<file path="config.mk">
export PLATFORM = sky130hd
export DESIGN_NAME = atan_ratio_div_flat
export DESIGN_NICKNAME = d
export VERILOG_FILES = /design/src/rtl/atan_ratio_div_if.sv /design/src/rtl/atan_ratio_div.sv /design/src/flat_wrapper.sv
export SDC_FILE = /design/constraint.sdc
export NUM_CORES = 1
export LEC_CHECK = 0
export CAP_MARGIN = 20
export CORE_ASPECT_RATIO = 0.5
export CORE_UTILIZATION = 43
export CTS_CLUSTER_DIAMETER = 60
export CTS_CLUSTER_SIZE = 12
export DETAILED_ROUTE_END_ITERATION = 10
export DONT_BUFFER_PORTS = 1
export SKIP_LAST_GASP = 1
export SLEW_MARGIN = 20
export SYNTH_ARGS = -nofsm -noshare
export SYNTH_HDL_FRONTEND = slang
export SYNTH_SLANG_ARGS = --single-unit
</file>
<file path="constraint.sdc">
create_clock -name clk -period 7 [get_ports clk]
set_clock_uncertainty 0.15 [all_clocks]
set_input_delay 0.7 -clock clk [delete_from_list [all_inputs] [get_ports clk]]
set_output_delay 0.7 -clock clk [all_outputs]
set_load 0.05 [all_outputs]
</file>
<file path="src/rtl/atan_ratio_div_if.sv">
// atan_ratio_div_if: sample bus into and out of the atan ratio divider
interface atan_ratio_div_if #(
   parameter int IN_W   = 16,
   parameter int FRAC_W = 8
);
   logic                     val_i;
   logic signed [IN_W-1:0]   x_i;
   logic signed [IN_W-1:0]   y_i;
   logic                     val_o;
   logic        [FRAC_W-1:0] ratio_o;
   logic        [2:0]        oct_o;
   logic                     zero_o;
   modport slave (input val_i, x_i, y_i, output val_o, ratio_o, oct_o, zero_o);
   modport master (output val_i, x_i, y_i, input val_o, ratio_o, oct_o, zero_o);
endinterface

</file>
<file path="src/rtl/atan_ratio_div.sv">
// atan_ratio_div: octant fold plus pipelined restoring divide of min/max to Q0.8.
// Define ATAN_RATIO_ROUND_EN for a guard-bit stage with round half up (latency 11 instead of 10).
module atan_ratio_div #(
   parameter int IN_W   = 16,
   parameter int FRAC_W = 8
) (
   input logic clk,
   input logic rst,
   atan_ratio_div_if.slave bus
);
`ifdef ATAN_RATIO_ROUND_EN
   localparam int STG = FRAC_W + 1;
`else
   localparam int STG = FRAC_W;
`endif
   logic [IN_W-1:0] ax, ay, num, den0;
   logic            sw;
   logic [IN_W:0]   rem  [STG];
   logic [IN_W-1:0] den  [STG];
   logic [IN_W:0]   rem2 [STG];
   logic [STG-1:0]  ge;
   logic [STG-1:0]  q    [STG+1];
   logic [3:0]      side [STG+1];
   logic [STG:0]    vld;
   logic [FRAC_W-1:0] ratio_n;
   always_comb begin
      ax   = bus.x_i[IN_W-1] ? IN_W'(-bus.x_i) : bus.x_i;
      ay   = bus.y_i[IN_W-1] ? IN_W'(-bus.y_i) : bus.y_i;
      sw   = ay > ax;
      num  = sw ? ax : ay;
      den0 = sw ? ay : ax;
   end
   // remainder stays below den <= 2^(IN_W-1), so the shift never loses a bit
   always_comb begin
      for (int s = 0; s < STG; s++) begin
         rem2[s] = rem[s] << 1;
         ge[s]   = rem2[s] >= {1'b0, den[s]};
      end
   end
   always_ff @(posedge clk) begin
      vld     <= rst ? '0 : {vld[STG-1:0], bus.val_i};
      rem[0]  <= {1'b0, num};
      den[0]  <= den0;
      q[0]    <= '0;
      side[0] <= {bus.x_i[IN_W-1], bus.y_i[IN_W-1], sw, den0 == '0};
      for (int s = 0; s < STG - 1; s++) begin
         rem[s+1] <= ge[s] ? rem2[s] - {1'b0, den[s]} : rem2[s];
         den[s+1] <= den[s];
      end
      for (int s = 0; s < STG; s++) begin
         q[s+1]    <= q[s] | (STG'(ge[s]) << (STG - 1 - s));
         side[s+1] <= side[s];
      end
   end
`ifdef ATAN_RATIO_ROUND_EN
   logic [FRAC_W:0] rnd;
   always_comb begin
      rnd     = {1'b0, q[STG][STG-1:1]} + (FRAC_W+1)'(q[STG][0]);
      ratio_n = rnd[FRAC_W] ? '1 : rnd[FRAC_W-1:0];
   end
`else
   always_comb ratio_n = q[STG];
`endif
   // num==den already restores to all ones; zero inputs restore to all ones too and must be forced
   always_ff @(posedge clk) begin
      bus.val_o   <= rst ? 1'b0 : vld[STG];
      bus.ratio_o <= (rst || side[STG][0]) ? '0 : ratio_n;
      bus.oct_o   <= rst ? 3'b000 : side[STG][3:1];
      bus.zero_o  <= rst ? 1'b0 : side[STG][0];
   end
endmodule

</file>
<file path="src/flat_wrapper.sv">
// flat-port wrapper written by rule: the top's interface ports become plain ports
module atan_ratio_div_flat 
#(
   parameter int IN_W   = 16,
   parameter int FRAC_W = 8
)
  (clk, rst, bus_val_i, bus_x_i, bus_y_i, bus_val_o, bus_ratio_o, bus_oct_o, bus_zero_o);
  atan_ratio_div_if #(.IN_W(IN_W), .FRAC_W(FRAC_W)) bus_i ();
  input logic clk;
  input logic rst;
  input wire logic [$bits(bus_i.val_i)-1:0] bus_val_i;
  input wire logic [$bits(bus_i.x_i)-1:0] bus_x_i;
  input wire logic [$bits(bus_i.y_i)-1:0] bus_y_i;
  output wire logic [$bits(bus_i.val_o)-1:0] bus_val_o;
  output wire logic [$bits(bus_i.ratio_o)-1:0] bus_ratio_o;
  output wire logic [$bits(bus_i.oct_o)-1:0] bus_oct_o;
  output wire logic [$bits(bus_i.zero_o)-1:0] bus_zero_o;
  assign bus_i.val_i = bus_val_i;
  assign bus_i.x_i = bus_x_i;
  assign bus_i.y_i = bus_y_i;
  assign bus_val_o = bus_i.val_o;
  assign bus_ratio_o = bus_i.ratio_o;
  assign bus_oct_o = bus_i.oct_o;
  assign bus_zero_o = bus_i.zero_o;
  atan_ratio_div #(.IN_W(IN_W), .FRAC_W(FRAC_W)) u_core (.clk(clk), .rst(rst), .bus(bus_i));
endmodule
</file>
# Word-level counts from Yosys, hierarchy flattened
# Memories as Yosys holds them, arrays and structs flattened. A register that Yosys moved wholly into a read port is not among the register bits.
# Index checks and enable logic that the tools add are counted.
[word_totals]
wordCells = 47
n_memories = 4
regBits = 14
output_inout_bits = 13
ramBits = 372
[op_classes]
n_lt_le_gt_ge = 9
n_reduce_logical = 2
bitwise_logic = 8
n_mux = 11
addsub = 9
[memory_table]
columns = ["name", "depth", "word_bits", "rd", "rd_ports_with_merged_regs", "wr", "line", "rtl"]
rows = [
  ["u_core.rem", 8, 17, 8, 0, 8, "atan_ratio_div.sv:18", "logic [IN_W:0] rem [STG];"],
  ["u_core.den", 8, 16, 8, 0, 8, "atan_ratio_div.sv:19", "logic [IN_W-1:0] den [STG];"],
  ["u_core.q", 9, 8, 9, 1, 9, "atan_ratio_div.sv:22", "logic [STG-1:0] q [STG+1];"],
  ["u_core.side", 9, 4, 9, 0, 9, "atan_ratio_div.sv:23", "logic [3:0] side [STG+1];"],
]
[ops]
columns = ["operator", "count"]
rows = [
  ["17-bit by 16-bit greater-or-equal comparator with 1-bit output", 8],
  ["17-bit two-way mux", 7],
  ["17-bit by 16-bit subtractor with 17-bit output", 7],
  ["16-bit two-way mux", 4],
  ["16-bit negator", 2],
  ["16-bit greater-than comparator", 1],
  ["16-bit logical NOT", 1],
  ["8-bit by 1-bit bitwise OR with 8-bit output", 1],
  ["8-bit by 2-bit bitwise OR with 8-bit output", 1],
  ["8-bit by 3-bit bitwise OR with 8-bit output", 1],
  ["8-bit by 4-bit bitwise OR with 8-bit output", 1],
  ["8-bit by 5-bit bitwise OR with 8-bit output", 1],
  ["8-bit by 6-bit bitwise OR with 8-bit output", 1],
  ["8-bit by 7-bit bitwise OR with 8-bit output", 1],
  ["8-bit bitwise OR", 1],
  ["1-bit logical OR", 1],
]

# Depth between registers and ports, before layout
[depth]
word_depth = 5
depth_mapped = 16

# Least setup slack after synthesis
# No wires, ideal clock.
[synth_path]
path_type = "in2reg"
startpoint = "input bus_y_i[8]"
endpoint = "memory u_core.side[0][0]"
required_time_ns = 6.780
cell_stages = 13
t_arrival_ns = 4.023
path_slack_ns = 2.757
path_buffers = 1
cell_sequence = "or4_1 nor4_1 nand2b_1 o21ai_1 xor2_1 inv_1 ha_1 nand4_1 or2_1 o32ai_1 clkbuf_1 nand3_1 a21oi_1"
[synth_rtl]
columns = ["item", "line", "rtl"]
rows = [
  ["from (decl)", "flat_wrapper.sv:13", "input wire logic [$bits(bus_i.y_i)-1:0] bus_y_i;"],
  ["to (decl)", "atan_ratio_div.sv:23", ""],
]

==> impl_summary.txt <==
----------------------------------------------------
[Yosys]
  Adder-cell share of the synthesized area ... 12.3%
  Synth Area per Inst ... 9.85 um^2
  Basic-gate share of the synthesized area counting and, or, nand and nor cells ... 12.1%
  Count of flip-flops with a built-in enable after synthesis ... 0
  Multiplexer share of the synthesized area ... 7.61%
  Total number of yosys warnings ... 0
  Synth Flop Type ... sky130_fd_sc_hd__dfxtp_1
  Netlist area before placement ... 0.0158 mm^2
  Xor/xnor share of the synthesized area ... 5.59%
  Seq/Total Area, Yosys ... 44.2%
  Distinct cell type count of the synthesized netlist ... 68
  Largest family of logic cells by synthesized area ... compound AO/OA/AOI/OAI gates
  Seq cells post-synth ... 350
  Proportion of synthesized flip-flops having asynchronous set or reset ... 0%
  Post-synthesis cell count ... roughly 1600
  Net count after synthesis ... 1795
  Synthesized-area fraction occupied by ao, oa, aoi and oai cells ... 12.7%

[Critical path]
  Worst endpoint data arrival time ... between 4000 and 5000 ps
  Cell depth of the worst flop-to-flop path ... 10
  Crit. path cell count ... 14
  Top cell family by delay on the critical path ... simple AND/OR/NAND/NOR gates
  Master of the slowest instance on the critical path ... sky130_fd_sc_hd__or4_1
  CP endpoint kind ... register
  Data required time at the worst endpoint ... 7300 ps
  Startpoint class of the critical path ... input pin
  Max stage delay on crit path ... 610 ps
  Class of the most critical setup path ... input pin to register
  Peak fanout along the critical path ... 52
  List of cells traversed by the critical path ... or4_1, nor4_1, nand2b_1, o21ai_1, xor2_1, inv_1, ha_1, nand4_1, or2_1, a21oi_1, o32ai_4, buf_4, or4_1, a21oi_1
  WP buf/inv ... 2

[Worst hold path]
  Worst hold path cell count ... 0
  Hold crit path type ... input pin to register

[Final layout]
  # fillers ... about 3300
  Ratio of cells with drive above 1 in the final layout ... just over 5%
  Antenna cells ... 0
  Flip-flop and latch area ... 0.00701 mm^2
  Final cell count without fillers ... between 2000 and 2500
  Net count of the finished layout ... 1804
  Area occupied by multi-input gates ... 0.00801 mm^2
  Area added between synthesis and finish ... 9.31%

[GRT]
  Global-route wire length before repair ... about 48000 um
  Antenna violations before repair ... 0
  Maximum number of pins on one net before global-route repair ... 53
  Overall overflow remaining after global route ... 0
  Vias in the first global route ... 10200
  Overall track demand over capacity in global routing ... 15.5%

[Clocking]
  Number of buffers inserted during clock tree synthesis ... 35
  H-tree Lvls ... 2
  Number of cells upsized or downsized after cts ... 0
  Setup bufs post-CTS ... 0
  TritonCTS clock tree ... done
  Buffer cell driving the clock tree root ... sky130_fd_sc_hd__clkbuf_16
  Clock Pin Slew Worst Setup and Hold Paths ... 60 ps
  Worst-skew pair later-pin latency ... 520 ps
  Deepest clock path buffer count ... 3
  Hold-fix buffer count after cts ... 0
  TritonCTS Sinks ... 350

[Timing]
  Final setup violation count ... 0
  Final hold slack ... 55.1 ps
  Max Clk Rate ... 246 MHz
  Setup repair after global routing missed its margin ... false
  Final Critical Period ... 4070 ps
  Worst path setup slack after routing ... approximately 2900 ps
  Share of the cycle needed by the critical path after routing ... 58.2%
  Worst-Margin Slew ... 1000 ps
  Headroom to the max-slew limit ... 33.2%
  Final count of pins violating max slew ... 0
  Post-Route Setup TNS ... 0 ps
  Number of hold-slack violations in the final timing report ... 0

[Drt]
  Wire length per cell after detailed routing ... roughly 14 um
  Total Routed Length ... 28500 um
  Remaining antenna violation count ... 0
  DRT Pass-1 Iters ... 4
  Total via count in the routed design ... 10400
  Drc violations ... 0
  Vias per std cell ... 4.94
  First DRT Iteration DRCs ... 320

[Power and ir drop]
  Static Leak ... roughly 7.7 nW
  Worst vdd ir ... around 0.00022 V
  Power per unit of standard cell area ... 552 mW/mm^2

[Floorplan]
  Initial core utilization ... around 44%
  Number of top-level design ports ... 48
  Core area ... 0.0361 mm^2
  Die footprint ... 0.0376 mm^2
  Die width ... roughly 270 um
  Number of rows in the core area ... 49
  Die height ... around 140 um

[Outcome]
  Result of the run ... completed

[Placement]
  Cells after DPL ... 2064
  Number of I/O port buffers ... 0
  Dpl hpwl ... 22000 um
  Pre-CTS worst setup slack ... between 2000 and 2500 ps
  Placer congestion estimate ... 0.864

[Flow run]
  Max-Cap Viols ... 0

----------------------------------------------------
-- stage by stage --
stage / utilization (%) / total power [mW] / cell area [um^2]
after floorplan: - / 7.00 / 15800
final: 47.9 / 9.56 / 17300
after detailed placement: 45.3 / 7.94 / 16400
after CTS: 47.9 / 9.66 / 17300
after global routing: 47.9 / 10.4 / 17300
after global placement: 45.3 / 7.91 / 16400
-- per-layer routing --
| metal | track usage [%] | part of all wire [%] |
|---|---|---|
| met1 | 19.1 | 49 |
| met2 | 26.6 | 45 |
| met3 | 3.29 | 3.3 |
| met4 | 5.80 | 2.9 |
| met5 | 0 | 0 |
-- layout by cell type, fill, tap and decap left out, drive strengths merged, types with 9 or more instances in the layout --
cell type and instances:
xnor2 65, o21ai 66, o31ai 18, or3 13, a21oi 72, o21a 19
mux2i 27, and2 19, nand2 56, xor2 36, nand4 26, a21boi 11
mux2 83, nand2b 21, clkbuf 37, inv 198, dfxtp 350, nand3 32
a41oi 11, ha 145, nor3 37, nor2 83, nor4 13, nor2b 45
a31oi 9, a21o 19
-- registers in the layout, summed over array words and instances (netlist names) --
name                count
u_core.bus.zero_o       1
u_core.rem            128
u_core.bus.oct_o        3
u_core.side            36
u_core.q               36
u_core.bus.ratio_o      8
u_core.vld              9
u_core.den            128
u_core.bus.val_o        1
-- path summary, 6_finish.rpt --
kind                                    startpoint                 end  slack [ps]
worst max-delay path                    bus_y_i[8]   u_core.side[0][0]        2930
worst min-delay path                   bus_y_i[15]   u_core.side[0][2]          60
worst max register to register    u_core.den[0][7]   u_core.rem[0][21]        3580
worst min register to register  u_core.side[0][19]  u_core.side[0][23]         170
-- report_power, final --
part / total, mW / switching [mW] / leakage (nW) / internal, mW
combinational: 4.77 / 2.49 / 4.32 / 2.27
clock: 1.64 / 0.713 / 0.467 / 0.925
sequential: 3.15 / 0.396 / 2.94 / 2.76
total: 9.56 / 3.60 / 7.73 / 5.96
-- synthesized netlist by cell type, types with 19 or more instances --
cell type | instances | area, um^2
sky130_fd_sc_hd__a21o_1 | 19 | 143
sky130_fd_sc_hd__a21oi_1 | 71 | 355
sky130_fd_sc_hd__clkbuf_1 | 20 | 75.1
sky130_fd_sc_hd__dfxtp_1 | 350 | 7010
sky130_fd_sc_hd__ha_1 | 145 | 1810
sky130_fd_sc_hd__inv_1 | 189 | 709
sky130_fd_sc_hd__mux2_1 | 66 | 743
sky130_fd_sc_hd__mux2i_1 | 27 | 270
sky130_fd_sc_hd__nand2_1 | 56 | 210
sky130_fd_sc_hd__nand2b_1 | 21 | 131
sky130_fd_sc_hd__nand3_1 | 32 | 160
sky130_fd_sc_hd__nand4_1 | 26 | 163
sky130_fd_sc_hd__nor2_1 | 83 | 312
sky130_fd_sc_hd__nor2b_1 | 45 | 282
sky130_fd_sc_hd__nor3_1 | 36 | 180
sky130_fd_sc_hd__o21a_1 | 19 | 143
sky130_fd_sc_hd__o21ai_0 | 48 | 240
sky130_fd_sc_hd__xnor2_1 | 65 | 569
sky130_fd_sc_hd__xor2_1 | 36 | 315
-- logic make-up (layout without fill, tap and decap cells) --
logic type | count (synthesis) | in the layout
adder cells (fa/ha/maj) | 152 | 152
flip-flops | 350 | 350
AND/OR/NAND/NOR | 370 | 370
XOR/XNOR | 101 | 101
multiplexers | 110 | 110
AO/OA/AOI/OAI | 300 | 300
buffers and inverters | 225 | 237
-- layout make-up --
cell class | count | share of cell area [%]
Multi-Input combinational cell | 1033 | 46.3
Clock buffer | 37 | 5.28
Inverter | 196 | 4.25
Clock inverter | 3 | 0.195
Sequential cell | 350 | 40.5
Timing Repair Buffer | 1 | 0.0434
Tap cell | 484 | 3.50
Power figures use the tool's default switching activity.
